<file path="config.mk">
export PLATFORM = sky130hd
export DESIGN_NAME = gates
export DESIGN_NICKNAME = d
export VERILOG_FILES = /design/src/rtl/gates.sv
export SDC_FILE = /design/constraint.sdc
export NUM_CORES = 1
export LEC_CHECK = 0
export BUFFER_PORTS_ARGS = -buffer_cell sky130_fd_sc_hd__buf_4
export CORE_AREA = 5 5 42 44
export CTS_CLUSTER_DIAMETER = 80
export DETAILED_ROUTE_END_ITERATION = 6
export DIE_AREA = 0 0 47 49
export GPL_TIMING_DRIVEN = 0
export HOLD_SLACK_MARGIN = 0.03
export PLACE_DENSITY = 0.65
export RECOVER_POWER = 100
export SLEW_MARGIN = 0
export SYNTH_ARGS = -nofsm -noshare
export SYNTH_HDL_FRONTEND = slang
export SYNTH_SLANG_ARGS = --single-unit
</file>
<file path="constraint.sdc">
create_clock -name clk -period 0.8 [get_ports clk]
set_input_delay 0.08 -clock clk [delete_from_list [all_inputs] [get_ports clk]]
set_output_delay 0.08 -clock clk [all_outputs]
set_load 0.05 [all_outputs]
</file>
<file path="src/rtl/gates.sv">
// gates: two-input logic-gate bank with a registered, change-flagged copy.
//   y[0]=a|b  y[1]=a&b  y[2]=~(a|b)  y[3]=~(a&b)
//   y[4]=a^b  y[5]=~(a^b)  y[6]=~a  y[7]=~b
// Optional feature macro: GATES_CNT_EN adds the saturating chg_cnt output.
// Reset asserts asynchronously; release passes through a 2-flop synchroniser,
// so the data registers first capture on the third rising edge after rst_n rises.
module gates #(
    parameter int CNT_W = 16
) (
    input  logic             clk,
    input  logic             rst_n,
    input  logic             a,
    input  logic             b,
    output logic [7:0]       y,
    output logic [7:0]       y_q,
    output logic             y_vld,
    output logic             chg
`ifdef GATES_CNT_EN
    ,
    output logic [CNT_W-1:0] chg_cnt
`endif
);

    if (CNT_W < 4 || CNT_W > 32) begin : g_bad_cnt_w
        $error("gates: CNT_W must lie in 4..32");
    end

    logic [1:0] rst_sync;
    logic       rst_int_n;
    logic       nxt_chg;

    // Gate bank: purely combinational, untouched by reset.
    always_comb begin
        y    = 8'h00;
        y[0] = a | b;
        y[1] = a & b;
        y[2] = ~(a | b);
        y[3] = ~(a & b);
        y[4] = a ^ b;
        y[5] = ~(a ^ b);
        y[6] = ~a;
        y[7] = ~b;
    end

    // Reset synchroniser: asynchronous assert, two-edge release.
    always_ff @(posedge clk or negedge rst_n) begin
        if (!rst_n) begin
            rst_sync <= 2'b00;
        end else begin
            rst_sync <= {rst_sync[0], 1'b1};
        end
    end

    assign rst_int_n = rst_sync[1];

    // A change only counts once y_q already holds a real sample.
    assign nxt_chg = y_vld && (y != y_q);

    // Sample register with valid and change-detect flags.
    always_ff @(posedge clk or negedge rst_int_n) begin
        if (!rst_int_n) begin
            y_q   <= 8'h00;
            y_vld <= 1'b0;
            chg   <= 1'b0;
        end else begin
            y_q   <= y;
            y_vld <= 1'b1;
            chg   <= nxt_chg;
        end
    end

`ifdef GATES_CNT_EN
    // Saturating change counter, advanced on the same edge that sets chg.
    always_ff @(posedge clk or negedge rst_int_n) begin
        if (!rst_int_n) begin
            chg_cnt <= '0;
        end else if (nxt_chg && (chg_cnt != {CNT_W{1'b1}})) begin
            chg_cnt <= chg_cnt + 1'b1;
        end
    end
`endif

endmodule

</file>
==> impl_metrics.tcl <==
set metrics [dict create \
    status "complete, but fails checks" \
    violations "negative setup slack" \
    area_growth_pct 102.9 \
    rsz0062_at_grt "yes" \
    drt_first_pass_iters 2 \
    seqPwrFrac_pct 40.2 \
    clkSinkCount 12 \
    whs_ns 0.1141 \
    io_pins 22 \
    antenna_cells 0 \
    die_x_microns 47 \
    grt-ovfl-total 0 \
    initial_core_util_pct 30.98 \
    synth_cell_types 12 \
    slew_violations 0 \
    fp-row-count 14 \
    drtIter0Drc 4 \
    final_common_cell "buf_4" \
    p_leak_nw 0.4122 \
    die_y_microns 49 \
    critical_path_arrival_ns 1.32 \
    start_kind "flip-flop" \
    grt_max_degree 11 \
    fin_cells 85 \
    ctsLongestPathBuffers 2 \
    p_sw_mw 0.5415 \
    ys_seq_area_share_pct 69.16 \
    power_frac_comb_pct 31.8 \
    dpl.cell_count 69 \
    die-area_sq_mm 0.002303 \
    grt.total_usage_pct 10.87 \
    ir_drop_mv 1.414 \
    clkLatencyLatePin_ns 0.27 \
    syn-instance-count 31 \
    cts_buffers 3 \
    drc_errors 0 \
    period_share_pct 145.4 \
    nets 76 \
    final.setup.worst_slack_ns -0.3629 \
    wire_per_inst_microns 13.46 \
    final_antenna_net_count 0 \
    finClkSkew_ns 0.003078 \
    hold_viol_final 0 \
    netlist_area_sq_um 434.2 \
    fin_crit_ns 1.163 \
    core_sq_mm 0.001401 \
    critPathKind "flip-flop to flip-flop" \
    p_per_area_mw_per_mm2 1920 \
    layout-drive-gt1-share_pct 65.22 \
    post-route-util_pct 62.86 \
    ys.warnings.count 0 \
    crit_path_end_kind "flip-flop" \
    cts_tree "built" \
    cts_root_buf "clkbuf_4" \
    path_clk_slew_ns 0.07 \
    worstHoldPathType "input pin to async pin" \
    cp_max_fo 2 \
    max_cap_violations 0 \
    max_freq_mhz 859.9 \
    ys_ff_latch 12 \
    routed-via-count 370 \
    avgSynthCellArea_sq_um 14.01 \
    drt-total-wl_microns 1144 \
    required_ns 0.95 \
    hpwl_microns 669.9 \
    pwr-share-clk_pct 27.9 \
    finalSetupViolations 14 \
    swShare_pct 32.01 \
    htreeDepth 1 \
    first_global_vias 403 \
    port-buffer-count 21 \
    final_cell_mix "13 x buf_4, 12 x dfrtp_1, 12 x buf_6, 6 x buf_8" \
    antenna_found_initial 0 \
    pre_cts_ws_ns -0.5451 \
    grt_first_pass_wirelength_microns 1766 \
    routed_via_density 4.353 \
    gp_congestion 0.6583 \
    p_int_mw 1.150 \
]
## logic make-up after synthesis
kind of cell	after synthesis	synth area share, %
xor+xnor	2	4.035
other cells	1	0.8637
simple gates	6	10.66
fa+ha+maj	2	5.763
compound gates	3	5.187
buf+inv	5	4.323
flops	12	69.16
## final timing paths
check | startpoint | endpoint | cells past startpoint | slack (ns)
min in group clk | a | y_q[6] | 3 | 0.17
worst max register to register | y_q[3] | chg | 3 | -0.36
max in group asynchronous | rst_sync[1] | y_q[5] | 0 | 0.35
worst min register to register | rst_sync[1] | chg | 0 | 0.16
worst min-delay path | rst_n | rst_sync[0] | 2 | 0.11
worst max-delay path | y_q[3] | chg | 3 | -0.36
## metrics by stage
stage | total power [mW] | area, sq um | setup TNS (ns)
after global placement | 1.093 | 655.6 | -0.8085
after global routing | 1.779 | 880.8 | -2.682
final | 1.691 | 880.8 | -2.109
after detailed placement | 1.095 | 655.6 | -0.8222
after floorplan | 0.9714 | 478.0 | -2.156
after CTS | 1.651 | 807.0 | -1.824
## critical path: stages, from the launching register on
cell,delay (ns)
dfrtp_1,0.38
and3b_1,0.21
a21oi_1,0.04
o41a_1,0.42
## power groups by stage
stage	combinational [mW]	sequential [mW]	clock, mW
2_1_floorplan	0.179	0.792	0
3_3_place_gp	0.409	0.684	0
3_5_place_dp	0.410	0.685	0
4_1_cts	0.481	0.677	0.493
5_1_grt	0.566	0.687	0.527
6_report	0.538	0.680	0.473
## state kept, by name, indices dropped and copies added, names as in the netlist
signal    flops
y_vld         1
rst_sync      2
y_q           8
chg           1
## layer usage
metal | global-route usage, % | vias up | part of all wire [%]
li1 | - | 176 | -
met1 | 11.78 | 176 | 35
met2 | 17.19 | 18 | 56
met3 | 7.011 | 0 | 8.7
met4 | 2.765 | 0 | 0
met5 | 0 | - | 0
## area by class of cell
type	count	area [sq um]
Fill cell	116	520.5
Timing Repair Buffer	33	336.6
Sequential cell	12	300.3
Multi-Input combinational cell	15	153.9
Clock buffer	4	36.28
Inverter	5	33.78
Tap cell	16	20.02
## what timing repair did
action                                 4_1_cts  5_1_grt
setup endpoints to repair                   14       14
endpoints found under the hold margin        2        0
setup buffers                                5        6
pin swaps                                    1        1
gates resized for setup                     19        9
cloned                                       0        0
hold buffers                                 1        0
## Yosys cell counts
cell type | n | area share [%]
conb_1 | 1 | 0.86
and3b_1 | 2 | 4.0
nor3b_1 | 2 | 3.5
and3b_2 | 1 | 2.3
o41a_1 | 1 | 2.6
nor2_1 | 1 | 0.86
o22ai_1 | 1 | 1.4
xnor2_1 | 2 | 4.0
ha_1 | 2 | 5.8
inv_1 | 5 | 4.3
dfrtp_1 | 12 | 69
a21oi_1 | 1 | 1.2
(Power assumes the default switching activity.)
